===== src/rtl/fetch_pkg.sv =====
// Shared types and constants for the instruction fetch stage.
`timescale 1ns/1ps
package fetch_pkg;

    typedef enum logic [1:0] {
        F_REQ   = 2'd0,
        F_VALID = 2'd1,
        F_DRAIN = 2'd2
    } fetch_state_t;

    localparam int          INSTR_W          = 32;
    localparam int          PC_INC           = 4;
    localparam logic [31:0] DEFAULT_RESET_PC = 32'h0000_0000;

    // Event counters stick at all-ones instead of wrapping.
    function automatic logic [31:0] sat_inc32(input logic [31:0] v);
        if (v == 32'hFFFF_FFFF) begin
            return v;
        end else begin
            return v + 32'd1;
        end
    endfunction

endpackage


===== src/rtl/pc_reg.sv =====
// Program counter register: loads either the word-aligned redirect target or pc + PC_INC.
`timescale 1ns/1ps
module pc_reg
    import fetch_pkg::*;
#(
    parameter int                ADDR_W   = 32,
    parameter logic [ADDR_W-1:0] RESET_PC = '0
) (
    input  logic              clk_i,
    input  logic              rst_i,
    input  logic              en_i,
    input  logic              redirect_i,
    input  logic [ADDR_W-1:0] target_i,
    output logic [ADDR_W-1:0] pc_o
);

    logic [ADDR_W-1:0] pc_d;
    logic [ADDR_W-1:0] pc_q;

    // Next PC: redirect wins; the sequential increment wraps modulo 2^ADDR_W.
    always_comb begin
        if (redirect_i) begin
            pc_d = {target_i[ADDR_W-1:2], 2'b00};
        end else begin
            pc_d = pc_q + ADDR_W'(PC_INC);
        end
    end

    // PC state register.
    always_ff @(posedge clk_i or posedge rst_i) begin
        if (rst_i) begin
            pc_q <= RESET_PC;
        end else if (en_i) begin
            pc_q <= pc_d;
        end
    end

    assign pc_o = pc_q;

endmodule


===== src/rtl/ifetch_unit.sv =====
// Instruction fetch stage: PC, imem request FSM and decode-facing output registers.
// Optional performance counters are enabled by defining IFETCH_PERF_CNT_EN.
`timescale 1ns/1ps
module ifetch_unit
    import fetch_pkg::*;
#(
    parameter int                ADDR_W   = 32,
    parameter logic [ADDR_W-1:0] RESET_PC = ADDR_W'(DEFAULT_RESET_PC)
) (
    input  logic               clk,
    input  logic               reset,
    output logic               imem_req,
    output logic [ADDR_W-1:0]  imem_addr,
    input  logic               imem_rvalid,
    input  logic [INSTR_W-1:0] imem_rdata,
    output logic               instr_valid,
    input  logic               dec_ready,
    output logic [INSTR_W-1:0] instr,
    output logic [15:0]        imm16,
    output logic [ADDR_W-1:0]  pc_out,
    output logic [ADDR_W-1:0]  pc_plus4,
    input  logic               redirect_valid,
    input  logic [ADDR_W-1:0]  redirect_target
`ifdef IFETCH_PERF_CNT_EN
    ,
    output logic [31:0]        fetch_cnt,
    output logic [31:0]        stall_cnt
`endif
);

    fetch_state_t       state_d, state_q;
    logic [INSTR_W-1:0] instr_d, instr_q;
    logic               instr_valid_d, instr_valid_q;
    logic               imem_req_d, imem_req_q;
    logic               pc_en_s;
    logic [ADDR_W-1:0]  pc_s;

    assign pc_en_s = redirect_valid | ((state_q == F_VALID) & dec_ready);

    pc_reg #(
        .ADDR_W   (ADDR_W),
        .RESET_PC (RESET_PC)
    ) u_pc_reg (
        .clk_i      (clk),
        .rst_i      (reset),
        .en_i       (pc_en_s),
        .redirect_i (redirect_valid),
        .target_i   (redirect_target),
        .pc_o       (pc_s)
    );

    // Fetch FSM next state and instruction capture.
    always_comb begin
        state_d = state_q;
        instr_d = instr_q;
        case (state_q)
            F_REQ: begin
                if (redirect_valid) begin
                    // Only an issued request leaves a response in flight that must be drained.
                    if (imem_rvalid || !imem_req_q) begin
                        state_d = F_REQ;
                    end else begin
                        state_d = F_DRAIN;
                    end
                end else if (imem_rvalid) begin
                    instr_d = imem_rdata;
                    state_d = F_VALID;
                end else begin
                    state_d = F_REQ;
                end
            end
            F_VALID: begin
                if (redirect_valid || dec_ready) begin
                    state_d = F_REQ;
                end else begin
                    state_d = F_VALID;
                end
            end
            F_DRAIN: begin
                if (imem_rvalid) begin
                    state_d = F_REQ;
                end else begin
                    state_d = F_DRAIN;
                end
            end
            default: begin
                state_d = F_REQ;
            end
        endcase
        instr_valid_d = (state_d == F_VALID);
        imem_req_d    = (state_d == F_REQ);
    end

    // State and output registers; imem_req stays low while reset is applied.
    always_ff @(posedge clk or posedge reset) begin
        if (reset) begin
            state_q       <= F_REQ;
            instr_q       <= '0;
            instr_valid_q <= 1'b0;
            imem_req_q    <= 1'b0;
        end else begin
            state_q       <= state_d;
            instr_q       <= instr_d;
            instr_valid_q <= instr_valid_d;
            imem_req_q    <= imem_req_d;
        end
    end

    assign imem_req    = imem_req_q;
    assign imem_addr   = pc_s;
    assign instr_valid = instr_valid_q;
    assign instr       = instr_q;
    assign imm16       = instr_q[15:0];
    assign pc_out      = pc_s;
    assign pc_plus4    = pc_s + ADDR_W'(PC_INC);

`ifdef IFETCH_PERF_CNT_EN
    logic [31:0] fetch_cnt_d, fetch_cnt_q;
    logic [31:0] stall_cnt_d, stall_cnt_q;

    // Handed-over instructions and non-VALID cycles.
    always_comb begin
        fetch_cnt_d = fetch_cnt_q;
        stall_cnt_d = stall_cnt_q;
        if (instr_valid_q && dec_ready) begin
            fetch_cnt_d = sat_inc32(fetch_cnt_q);
        end else begin
            fetch_cnt_d = fetch_cnt_q;
        end
        if (state_q != F_VALID) begin
            stall_cnt_d = sat_inc32(stall_cnt_q);
        end else begin
            stall_cnt_d = stall_cnt_q;
        end
    end

    // Counter registers.
    always_ff @(posedge clk or posedge reset) begin
        if (reset) begin
            fetch_cnt_q <= 32'd0;
            stall_cnt_q <= 32'd0;
        end else begin
            fetch_cnt_q <= fetch_cnt_d;
            stall_cnt_q <= stall_cnt_d;
        end
    end

    assign fetch_cnt = fetch_cnt_q;
    assign stall_cnt = stall_cnt_q;
`endif

endmodule


===== config.mk =====
export PLATFORM = sky130hd
export DESIGN_NAME = ifetch_unit
export DESIGN_NICKNAME = d
export VERILOG_FILES = /design/src/rtl/fetch_pkg.sv /design/src/rtl/pc_reg.sv /design/src/rtl/ifetch_unit.sv
export SDC_FILE = /design/constraint.sdc
export NUM_CORES = 1
export LEC_CHECK = 0
export CORE_UTILIZATION = 42
export CTS_BUF_LIST = sky130_fd_sc_hd__clkbuf_4 sky130_fd_sc_hd__clkbuf_8 sky130_fd_sc_hd__clkbuf_16
export CTS_CLUSTER_DIAMETER = 150
export DETAILED_ROUTE_END_ITERATION = 10
export PLACE_DENSITY = 0.86
export SKIP_LAST_GASP = 1
export SLEW_MARGIN = 0
export SYNTH_ARGS = -nofsm -noshare
export SYNTH_HDL_FRONTEND = slang
export SYNTH_SLANG_ARGS = --single-unit
export TNS_END_PERCENT = 1

===== constraint.sdc =====
create_clock -name clk -period 4.4 [get_ports clk]
set_clock_uncertainty 0.2 [all_clocks]
set_input_delay 0.88 -clock clk [delete_from_list [all_inputs] [get_ports clk]]
set_output_delay 0.88 -clock clk [all_outputs]
set_load 0.03 [all_outputs]

==> flow_summary_export.csv <==
group,metric,value,unit
cells_and_area,diodes,0,
timing,setup_ws,0.1848,ns
detailed_routing,via_per_inst,5.290,
floorplanning,chipWidth,98.57,um
detailed_routing,drt-pass1-iter-count,5,
cells_and_area,num-nets-final,626,
critical_path,cp.arrival,3.14,ns
power_and_ir_drop,cellPowerDensity,429.7,mW/mm2
min_path,hold_class,"flip-flop to flip-flop",
detailed_routing,drtIter0Drc,147,
yosys,synthCells,409,
yosys,yosys-top-cells-area,"dfrtp_1 42%, buf_4 10%, mux2_2 9.2%",
floorplanning,coreArea,0.008891,mm2
clock_network,numCtsBuffers,9,
outcome,outcome,"completed",
detailed_routing,ant_nets,0,
critical_path,worstReg2RegEnd,"u_pc_reg.pc_o[30]$_DFFE_PP0P_",
clock_network,clock_latency,0.34,ns
grt,grt_max_degree,45,
detailed_routing,vias,3539,
cells_and_area,final_core_utilization,66.37,%
yosys,synth.largest_area_cell,"dfrtp_1",
place,portBuffers,206,
critical_path,crit_path_start,"u_pc_reg.pc_o[3]$_DFFE_PP0P_",
place,pre_cts_ws,0.4767,ns
grt,grtUsageTotal,24.18,%
floorplanning,initial_core_util,44.05,%
clock_network,cts_tree,"yes",
timing,period_minus_slack,4.215,ns
floorplanning,num_rows,34,
place,hpwlAfterDp,8.513,mm
timing,finalHoldViolCount,0,
floorplanning,pin_count,215,
clock_network,cts_root_buf,"clkbuf_8",
critical_path,cp_max_fo,7,
critical_path,worstRegToRegCells,6,
yosys,yosysMostFrequentCell,"dfrtp_1",
timing,fmax,237.2,MHz
yosys,yosys_most_used_dff,"dfrtp_1",
yosys,async_flop_share,100.0,%
timing,finalSetupViolations,0,
yosys,syn_area,0.003916,mm2
power_and_ir_drop,max-vdd-ir-drop,0.0002161,V
yosys,ys_ff_latch,66,
place,placed_cell_area,0.005667,mm2
yosys,syn_area_per_cell,9.575,um2
yosys,synth.distinct_cells,44,
yosys,synth_top_cell_area_share,42.17,%
critical_path,crit_type,"flip-flop to output pin",
timing,period_share,95.80,%
timing,rsz0062_at_grt,"false",
clock_network,cts_setup_buffers,0,
cells_and_area,area_delta_synth_final,50.67,%
place,gp_congestion,0.8071,
detailed_routing,drc,0,
clock_network,clk_pin_slew,0.08,ns
cells_and_area,finalNonFillerCells,669,
cells_and_area,final_area,0.005901,mm2
detailed_routing,drt-total-wl,11.66,mm
run,cap_violations,0,
timing,hold-worst-slack,0.3087,ns
power_and_ir_drop,p_total,2.535,mW
yosys,yosysWarnings,0,
timing,setup_tns,0,ns
critical_path,regToRegSetupSlack,1.82,ns
floorplanning,die_area,0.009715,mm2
detailed_routing,post_drt_wl_per_cell,17.43,um
clock_network,cts_buffer_depth,2,
timing,final-max-slew-violation-count,0,
yosys,synthTopCellsByCount,"66 x dfrtp_1, 54 x nand2_1, 53 x buf_4, 32 x mux2_2",
timing,relSlewSlack,37.94,%
clock_network,cts_num_sinks,66,
place,dp.cells,653,
timing,worstMarginPinSlew,0.9296,ns
grt,grt_remaining_overflow,0,
critical_path,crit_path_end,"pc_plus4[30]",
clock_network,htree_levels,3,
critical_path,worstPathRequired,3.32,ns
critical_path,startpoint_type,"flip-flop",
power_and_ir_drop,p_leak,2.365,nW
critical_path,end_kind,"output pin",
grt,grt_pass1_wl,18.43,mm
yosys,seq_area_frac_synth,42.17,%
floorplanning,die_height,98.57,um
cells_and_area,drive_gt1_share,11.23,%
grt,grt_pass1_vias,3509,
critical_path,timing.rr.start,"u_pc_reg.pc_o[3]$_DFFE_PP0P_",
yosys,synth_edf_count,0,
grt,antenna_found_initial,0,
[power by group]
group | total [mW] | internal, mW | switching [mW]
combinational | 1.11 | 0.493 | 0.619
sequential | 0.834 | 0.713 | 0.120
clock | 0.589 | 0.336 | 0.254
[kinds of logic (layout without fill, tap and decap cells)]
kind of cell | after synthesis | in the layout | synth area share [%]
fa+ha+maj | 1 | 1 | 0.3194
mux | 36 | 36 | 10.22
compound gates | 46 | 46 | 8.275
flops | 66 | 66 | 42.17
buf+inv | 90 | 237 | 13.93
xor+xnor | 37 | 37 | 8.275
simple gates | 132 | 132 | 16.71
other cells | 1 | 6 | 0.09575
[worst max-delay path, stage by stage (launching register included)]
cell	delay [ns]
dfrtp_1	0.47
ha_1	0.33
nand4_1	0.28
nor4_2	0.58
nand4_1	0.21
xor2_1	0.20
inv_1	0.06
clkdlybuf4s50_1	0.66
[worst min path at each step]
stage	startpoint	to	depth (start not counted)
2_1_floorplan	state_q[0]$_DFF_PP0_	state_q[1]$_DFF_PP0_	2
3_3_place_gp	instr[20]$_DFFE_PP0P_	instr[20]$_DFFE_PP0P_	1
3_5_place_dp	instr[23]$_DFFE_PP0P_	instr[23]$_DFFE_PP0P_	1
4_1_cts	instr[23]$_DFFE_PP0P_	instr[23]$_DFFE_PP0P_	1
5_1_grt	instr[23]$_DFFE_PP0P_	instr[23]$_DFFE_PP0P_	1
6_report	instr[23]$_DFFE_PP0P_	instr[23]$_DFFE_PP0P_	1
[placed cells by master, fill, tap and decap left out, types with 9 or more instances in the layout]
cell type / instances
clkdlybuf4s50_1: 205
mux2_2: 32
nand3_1: 9
xnor2_1: 22
nand2_1: 54
o21ai_0: 14
xor2_1: 15
clkbuf_8: 10
nor3_1: 11
nor2_1: 22
nand4_1: 11
dfrtp_1: 66
[state kept, by name (all words and copies together), names as in the netlist]
name and count:
state_q 2, instr_valid 1, imem_req 1, u_pc_reg.pc_o 30, instr 32
[layer usage]
layer	vias to the layer above	global-route usage (%)	wire, um
met5	-	0	0
met4	0	9.644	193
met1	1714	29.97	4561
li1	1641	-	-
met2	168	41.98	6174
met3	16	4.184	729
[final cells by class]
type	instances	area [um2]
inverter	9	33.78
fill	720	2990
sequential	66	1652
multi-input combinational	258	1750
clock buffer	10	137.6
clock inverter	6	90.09
tap	108	135.1
timing repair buffer	212	2102
[timing repair]
action	4_1_cts	5_1_grt
setup endpoints to repair	0	2
endpoints found under the hold margin	0	0
gates resized for setup	0	1
hold buffers	0	0
Power figures use the tool's default switching activity.
